`src/rtl/seg7_pkg.sv`:
```
// Shared definitions for the 7-segment display content multiplexer: FSM encoding,
// default display constants and a constant-evaluable clog2.
package seg7_pkg;

  typedef enum logic [1:0] {
    ST_MANUAL = 2'd0,
    ST_SCAN   = 2'd1,
    ST_HOLD   = 2'd2
  } state_e;

  localparam logic [31:0] DISP_DEFAULT = 32'hAA5555AA;
  localparam logic [31:0] DISP_FILL    = 32'hFFFFFFFF;

  // Number of index bits for n values; clog2(1) = 0.
  function automatic int unsigned clog2(input int unsigned n);
    int unsigned r;
    r = 0;
    for (int i = 0; i < 32; i++) begin
      if ((64'd1 << i) < 64'(n)) r = i + 1;
    end
    return r;
  endfunction

endpackage

```
`src/rtl/scan_divider.sv`:
```
// Auto-scan timebase: a 0..SCAN_DIV-1 divider driving a wrapping modulo-NCH channel counter.
module scan_divider
  import seg7_pkg::*;
#(
  parameter int unsigned NCH      = 8,
  parameter int unsigned SCAN_DIV = 50_000_000
) (
  input  logic                   clk,
  input  logic                   rst_n,
  input  logic                   en,
  input  logic                   clear,
  output logic                   tick,
  output logic [clog2(NCH)-1:0]  count
);

  localparam int unsigned CntW = clog2(NCH);
  localparam int unsigned DivW = clog2(SCAN_DIV) + 1;
  localparam logic [DivW-1:0] DivLast = DivW'(SCAN_DIV - 1);
  localparam logic [CntW-1:0] CntLast = CntW'(NCH - 1);

  logic [DivW-1:0] div_q;
  logic [CntW-1:0] cnt_q;

  assign tick  = en && (div_q == DivLast);
  assign count = cnt_q;

  always_ff @(posedge clk) begin
    if (!rst_n) begin
      div_q <= '0;
      cnt_q <= '0;
    end else if (clear) begin
      div_q <= '0;
      cnt_q <= '0;
    end else if (en) begin
      if (tick) begin
        div_q <= '0;
        cnt_q <= (cnt_q == CntLast) ? '0 : cnt_q + 1'b1;
      end else begin
        div_q <= div_q + 1'b1;
      end
    end
  end

endmodule

```
`src/rtl/seg7_disp_mux_n.sv`:
```
// Registered 7-segment display source select with capture latch, auto-scan and freeze modes.
module seg7_disp_mux_n
  import seg7_pkg::*;
#(
  parameter int unsigned W        = 32,
  parameter int unsigned NCH      = 8,
  parameter int unsigned CTRL_W   = 6,
  parameter int unsigned SCAN_DIV = 50_000_000,
  parameter logic [W-1:0] DEFAULT = W'(DISP_DEFAULT),
  parameter logic [W-1:0] FILL    = W'(DISP_FILL)
) (
  input  logic                  clk,
  input  logic                  rst_n,
  input  logic                  we,
  input  logic [W-1:0]          wdata,
  input  logic [CTRL_W-1:0]     ctrl,
  input  logic [NCH*W-1:0]      ch_data,
  input  logic [W-1:0]          reg_data,
  input  logic                  auto_en,
  input  logic                  freeze,
  output logic [W-1:0]          seg7_data,
  output logic [clog2(NCH)-1:0] cur_ch,
  output logic                  scan_tick
);

  localparam int unsigned CntW = clog2(NCH);
  localparam int unsigned IdxW = CTRL_W - 1;

  state_e          state_q;
  logic [W-1:0]    latch_q;
  logic [W-1:0]    seg_q;
  logic [CntW-1:0] disp_ch_q;
  logic            tick_q;

  logic            reg_view;
  logic            go_scan;
  logic            div_en;
  logic            div_clear;
  logic            div_tick;
  logic [CntW-1:0] scan_cnt;
  logic [IdxW-1:0] idx;
  logic [W-1:0]    src;

  // Slice 0 is replaced by the capture latch.
  logic unused_ch0;
  assign unused_ch0 = ^ch_data[W-1:0];

  assign reg_view  = ctrl[CTRL_W-1];
  assign go_scan   = auto_en & ~reg_view;
  assign div_clear = (state_q == ST_MANUAL) & go_scan & ~freeze;
  assign div_en    = (state_q == ST_SCAN) & go_scan & ~freeze;

  scan_divider #(
    .NCH      (NCH),
    .SCAN_DIV (SCAN_DIV)
  ) u_scan_divider (
    .clk   (clk),
    .rst_n (rst_n),
    .en    (div_en),
    .clear (div_clear),
    .tick  (div_tick),
    .count (scan_cnt)
  );

  always_comb begin
    idx = ctrl[IdxW-1:0];
    if (state_q == ST_SCAN) idx = IdxW'(scan_cnt);
  end

  always_comb begin
    src = FILL;
    if (reg_view) begin
      src = reg_data;
    end else if (idx == '0) begin
      src = latch_q;
    end else begin
      for (int unsigned k = 1; k < NCH; k++) begin
        if (32'(idx) == k) src = ch_data[k*W +: W];
      end
    end
  end

  always_ff @(posedge clk) begin
    if (!rst_n) begin
      latch_q <= DEFAULT;
    end else if (we) begin
      latch_q <= wdata;
    end
  end

  // Priority freeze > reg-view > auto_en collapses every state's exits to one expression;
  // the MANUAL->SCAN divider restart is handled by div_clear.
  always_ff @(posedge clk) begin
    if (!rst_n) begin
      state_q   <= ST_MANUAL;
      seg_q     <= DEFAULT;
      disp_ch_q <= '0;
      tick_q    <= 1'b0;
    end else begin
      tick_q <= div_tick;
      if (state_q != ST_HOLD) begin
        seg_q     <= src;
        disp_ch_q <= idx[CntW-1:0];
      end
      if (freeze) begin
        state_q <= ST_HOLD;
      end else if (go_scan) begin
        state_q <= ST_SCAN;
      end else begin
        state_q <= ST_MANUAL;
      end
    end
  end

  assign seg7_data = seg_q;
  assign scan_tick = tick_q;
  // Outside SCAN, report the channel whose word is held in seg7_data.
  assign cur_ch    = (state_q == ST_SCAN) ? scan_cnt : disp_ch_q;

endmodule

```
`config.mk`:
```
export PLATFORM = sky130hd
export DESIGN_NAME = seg7_disp_mux_n
export DESIGN_NICKNAME = d
export VERILOG_FILES = /design/src/rtl/seg7_pkg.sv /design/src/rtl/scan_divider.sv /design/src/rtl/seg7_disp_mux_n.sv
export SDC_FILE = /design/constraint.sdc
export NUM_CORES = 1
export LEC_CHECK = 0
export ABC_AREA = 0
export ABC_CLOCK_PERIOD_IN_PS = 4200
export BUFFER_PORTS_ARGS = -buffer_cell sky130_fd_sc_hd__buf_2
export CORE_AREA = 2 2 141 143
export DETAILED_ROUTE_END_ITERATION = 8
export DIE_AREA = 0 0 143 145
export PLACE_DENSITY = 0.67
export SETUP_SLACK_MARGIN = 0.15
export SKIP_LAST_GASP = 1
export SLEW_MARGIN = 30
export SYNTH_ARGS = -nofsm -noshare
export SYNTH_HDL_FRONTEND = slang
export SYNTH_SLANG_ARGS = --single-unit
```
`constraint.sdc`:
```
create_clock -name clk -period 4.2 [get_ports clk]
set_clock_uncertainty 0.05 [all_clocks]
set_input_delay 0.21 -clock clk [delete_from_list [all_inputs] [get_ports clk]]
set_output_delay 0.21 -clock clk [all_outputs]
set_load 0.02 [all_outputs]
```
### After elaboration in Yosys (flattened, before gate mapping)

Index checks and enable logic that the tools add are counted.
W data, S select, Z words.

| word-level totals | value |
|---|---|
| input bits | 331 |
| output and inout port bits | 36 |
| bits in registers | 100 |

| operators by class | value |
|---|---|
| $add $sub $neg | 2 |
| eq/ne operators | 11 |
| mux-type cells | 15 |
| reduce and logical (&&, ||, !) cells | 6 |
| bitwise logic cells | 8 |

Operator list:

| kind | count |
|---|---|
| $mux W32 | 9 |
| $add A27 B1 Y27 const B | 1 |
| $eq A27 B26 Y1 const B | 1 |
| $mux W27 | 1 |
| $eq A5 B3 Y1 const B | 4 |
| $eq A5 B2 Y1 const B | 2 |
| $mux W3 | 2 |
| $and A1 B1 Y1 | 5 |
| $eq A5 B1 Y1 const B | 1 |
| $logic_not A5 Y1 | 1 |
| $mux W5 | 1 |
| $reduce_or A2 Y1 | 2 |
| $add A3 B1 Y3 const B | 1 |
| $eq A3 B3 Y1 const B | 1 |
| $not A1 Y1 | 3 |
| $eq A2 B1 Y1 const B | 1 |
| $logic_not A2 Y1 | 1 |
| $mux W2 | 1 |
| $ne A2 B2 Y1 const B | 1 |
| $reduce_and A2 Y1 | 1 |
| $logic_and A1 B1 Y1 | 1 |
| $mux W1 | 1 |

### Logic depth before layout (Yosys ltp)

| depth | value |
|---|---|
| word-level depth | 12 |
| gate-level depth with buffers | 11 |
| depth with buffers taken out | 6 |

### Hierarchy

Synthesis repeated with hierarchy kept, for this count alone.

| second synthesis, totals | value |
|---|---|
| cells, all modules | 915 |
| area total of the unflattened synthesis | 6996.7 um2 |

By module, submodules not included:

| module | times used | cells each | area an instance (um2) | seq. area each (um2) |
|---|---|---|---|---|
| seg7_disp_mux_n | 1 | 735 | 5471.5 | 1401.3 |
| scan_divider | 1 | 180 | 1525.2 | 600.6 |

### Least setup slack after synthesis

No wires, ideal clock.

| timing path | value |
|---|---|
| path kind | reg-to-reg |
| start point | register u_scan_divider.cnt_q[0] (netlist: u_scan_divider.count[0]) |
| end point | register seg_q[0] (netlist: seg7_data[0]) |
| path buffers | 4 |
| cell stages (with the launch flop) | 11 |
| clock period less this slack | 2055 ps |
| slack | 2145 ps |
| setup time | 149 ps |
| arrival time | 1856 ps |
| path through | dfxtp_1 clkbuf_1 and3b_1 buf_2 a21oi_2 buf_4 buf_4 nand2_1 nand2_1 a2111oi_1 a2111oi_2 |

| between the ends | value |
|---|---|
| cells in the longest elaborated chain, start to end | 11 |

Ends and longest elaborated chain:

| item | RTL line | text |
|---|---|---|
| start: declaration | scan_divider.sv:22 | `logic [CntW-1:0] cnt_q;` |
| start signal: assignment | scan_divider.sv:37 | `cnt_q <= (cnt_q == CntLast) ? '0 : cnt_q + 1'b1;` |
| $mux W5 (*) | seg7_disp_mux_n.sv:67 | `if (state_q == ST_SCAN) idx = IdxW'(scan_cnt);` |
| $eq A5 B1 Y1 | seg7_disp_mux_n.sv:78 | `if (32'(idx) == k) src = ch_data[k*W +: W];` |
| $mux W32 (7 in a row) | seg7_disp_mux_n.sv:78 |  |
| $mux W32 (*) | seg7_disp_mux_n.sv:74 | `end else if (idx == '0) begin` |
| $mux W32 (*) | seg7_disp_mux_n.sv:72 | `if (reg_view) begin` |
| end signal: assignment | seg7_disp_mux_n.sv:102 | `seg_q <= src;` |
| end: declaration | seg7_disp_mux_n.sv:31 | `logic [W-1:0] seg_q;` |

Every way passes the cells marked *; elsewhere a longest branch is shown, timed or not.
A chain may end at the register's enable or synchronous reset.

### Worst setup path in the final report

| timing path | value |
|---|---|
| start point | register state_q[0] |
| end point | register seg_q[31] (netlist: seg7_data[31]) |

| between the ends | value |
|---|---|
| cells in the longest elaborated chain, start to end | 12 |

Ends and longest elaborated chain:

| item | RTL line | text |
|---|---|---|
| start: declaration | seg7_disp_mux_n.sv:29 | `state_e state_q;` |
| start signal: assignment | seg7_disp_mux_n.sv:95 | `state_q <= ST_MANUAL;` |
| start signal: assignment | seg7_disp_mux_n.sv:106 | `state_q <= ST_HOLD;` |
| start signal: assignment | seg7_disp_mux_n.sv:108 | `state_q <= ST_SCAN;` |
| $eq A2 B1 Y1 | seg7_disp_mux_n.sv:67 |  |
| $mux W5 | seg7_disp_mux_n.sv:67 |  |
| $eq A5 B1 Y1 | seg7_disp_mux_n.sv:78 |  |
| $mux W32 (7 in a row) | seg7_disp_mux_n.sv:78 |  |
| $mux W32 | seg7_disp_mux_n.sv:74 |  |
| $mux W32 | seg7_disp_mux_n.sv:72 |  |

Several ways; a longest one is shown, not always the timed one.

==> impl_metrics.yaml <==
logic_synthesis:
  synthCells: 942
  synth_top_area_share: 0.285
  yosys_register_bits: 100
  synth_area_leader_cell: "dfxtp_1"
  mappedNetlistArea_um2: 7010
  async_flop_share: 0
  yosys-top-cells-area: "dfxtp_1 (29%), a21oi_1 (8.1%), nor2_1 (6.2%)"
  synthDistinctLibCells: 76
  syn_nets: 1276
  syn_area_per_cell_um2: 7.44
  ys_seq_area_frac: 0.285
  synth_edf_count: 0
  synth_warnings: 0
  ys.flop_type: "dfxtp_1"
final_layout:
  seqCellArea_um2: 2000
  multi_input_area_um2: 4600
  nNetsFinal: 1555
  area_delta_synth_final_pct: 30.7
  layout_common_cells: "buf_2 (334), nor2_1 (116), a21oi_1 (113)"
  layout_commonest_cell: "buf_2"
  final.fill_count: 2031
  drive_above_1_share: 0.329
hold_path:
  whs_endpoint: "latch_q[31]"
  hp-start: "wdata[31]"
  worstHoldPathCells: 3
  hp-class: "in2reg"
cts:
  numCtsBuffers: 9
  cts_setup_buffers: 0
  tritoncts: "built"
  cts_buffer_depth: 2
  cts.hold.buffers_added: 0
  path_clk_slew_ns: 0.08
  htreeDepth: 3
  ctsResizeCount: 0
  clockRootBuffer: "clkbuf_16"
  cts.sinks: 100
  clock_latency_ns: 0.35
floorplanning:
  io_pins: 367
  core_area_um2: 19200
  die_h_um: 145
  rows: 51
  start_util: 0.365
  die_width_um: 143
  dieArea_um2: 20700
sta:
  finalMaxSlewViolations: 0
  rsz0062_at_grt: "false"
  fmax_mhz: 304
  relSlewSlack: 0.333
  fin_tns_setup_ns: 0
  fin_worst_hold_slack_ns: 0.0155
  setup_ws_ns: 0.911
  worst_pin_slew_ns: 1.00
  setup_violations: 0
  period_share: 0.783
  period_minus_slack_ns: 3.29
  final-hold-violation-count: 0
job:
  max-cap-violations: 0
placed_design:
  hpwlAfterDp_um: 24500
  gp_congestion: 0.981
  post-place-ws_ns: 1.07
  io_buffer_count: 334
worst_setup_path:
  r2r_end: "seg7_data[31]"
  reg2reg_from: "state_q[0]"
  crit_type: "reg2reg"
  crit_fanout: 14
  start_kind: "flop"
  ff2ff_setup_slack_ns: 0.91
  worstPathArrival_ns: 3.52
  worst_setup_path_end_kind: "flop"
  crit_required_ns: 4.43
  rr_worst_depth: 6
outcome:
  status: "finished clean"
power_and_ir_drop:
  power_frac_seq: 0.396
  combPwrFrac: 0.230
  p_leak_nw: 3.94
  power.density_nw_per_um2: 282
  switchingPower_mw: 0.785
  peakVddDrop_mv: 0.295
  internal_power_mw: 1.80
  swShare: 0.304
  p_clk_frac: 0.373
drt:
  num_vias: 8510
  antenna_left: 0
  wl_per_cell_um: 21.0
  route.detailed.drc: 0
  drt_iter0_markers: 619
  viasPerCell: 5.66
  firstDrtPassIters: 8
  drt_wl_total_um: 31700
grt:
  grt_overflow: 0
  grt_pass1_vias: 7981
  grt_max_degree: 59
  grt_pass1_wl_um: 47300
  antenna_found_initial: 10
  grt_usage: 0.297
worst max path at each step:
stage / start / to / slack (ns) / depth (start not counted)
5_1_grt: state_q[0] / seg7_data[30] / 0.82 / 7
3_3_place_gp: state_q[0] / seg7_data[31] / 1.11 / 6
6_report: state_q[0] / seg7_data[31] / 0.91 / 6
3_5_place_dp: state_q[0] / seg7_data[31] / 1.07 / 6
4_1_cts: state_q[0] / seg7_data[31] / 1.04 / 6
2_1_floorplan: u_scan_divider.count[0] / seg7_data[0] / 2.14 / 10
metal layers:
metal	global-route usage	part of all wire	wire (um)	vias up
met5	0	0	0	-
met4	0.0693	0.013	399	0
met3	0.0782	0.095	3000	28
met2	0.447	0.46	14500	395
met1	0.422	0.44	13800	4060
li1	-	-	-	4027
registers in the layout, summed over array words and instances, names as in the netlist:
name,cells
latch_q,32
seg7_data,32
u_scan_divider.div_q,27
disp_ch_q,3
u_scan_divider.count,3
state_q,2
scan_tick,1
cell type report:
class	instances	area share
Sequential cell	100	0.218
Clock inverter	6	0.0115
Clock buffer	10	0.0261
Timing Repair Buffer	351	0.198
Antenna cell	13	0.00355
Tap cell	265	0.0362
Multi-Input combinational cell	747	0.502
Inverter	12	0.00492
cell usage after synthesis, types with 9 or more instances:
cell type  number
clkbuf_1       34
buf_2          31
a21oi_1       114
a22o_1         11
nand2b_1       20
nand3_1        13
nand4_1         9
o21ai_1        15
nor4_1         21
a221oi_1       16
dfxtp_1       100
a21o_1         14
a211oi_1       24
a2111oi_2      12
inv_1          12
xnor2_1        11
nor3_1         11
mux2i_1        36
o21ai_0        53
nand2_1       101
nor2_1        116
o22ai_1        10
or3_1          26
xor2_1         14
critical path, cell delays in order, from the launching register on:
cell      delay, ns
dfxtp_1        0.56
and2b_1        0.58
mux2i_2        0.78
a21oi_1        0.15
a211oi_1       0.65
o221ai_1       0.25
a22oi_1        0.21
metrics by stage:
stage               power (mW)  cell area [um^2]   util  instances
finish                    2.58              9160  0.477       1504
global route              2.68              9160  0.477       1501
CTS                       2.58              9130  0.475       1491
detailed placement        1.63              8780  0.457       1475
global placement          1.62              8780  0.457       1475
floorplan                 1.36              7010      -        942
cell families after synthesis:
family | after synthesis | share of synthesized area
AOI/OAI and AO/OA | 317 | 0.299
xor gates and xnor gates | 25 | 0.0312
adders and majority gates | 3 | 0.00535
buffers and inverters | 95 | 0.0639
DFF | 100 | 0.285
muxes | 38 | 0.0555
and+or+nand+nor | 364 | 0.259
power groups by stage:
stage          Combinational, mW  Clock [mW]  Sequential [mW]
2_1_floorplan              0.287           0             1.07
3_3_place_gp               0.581           0             1.04
3_5_place_dp               0.585           0             1.04
4_1_cts                    0.587       0.974             1.02
5_1_grt                    0.643        1.01             1.03
6_report                   0.595       0.964             1.02
Note: power is estimated with default switching activity, not from simulation.
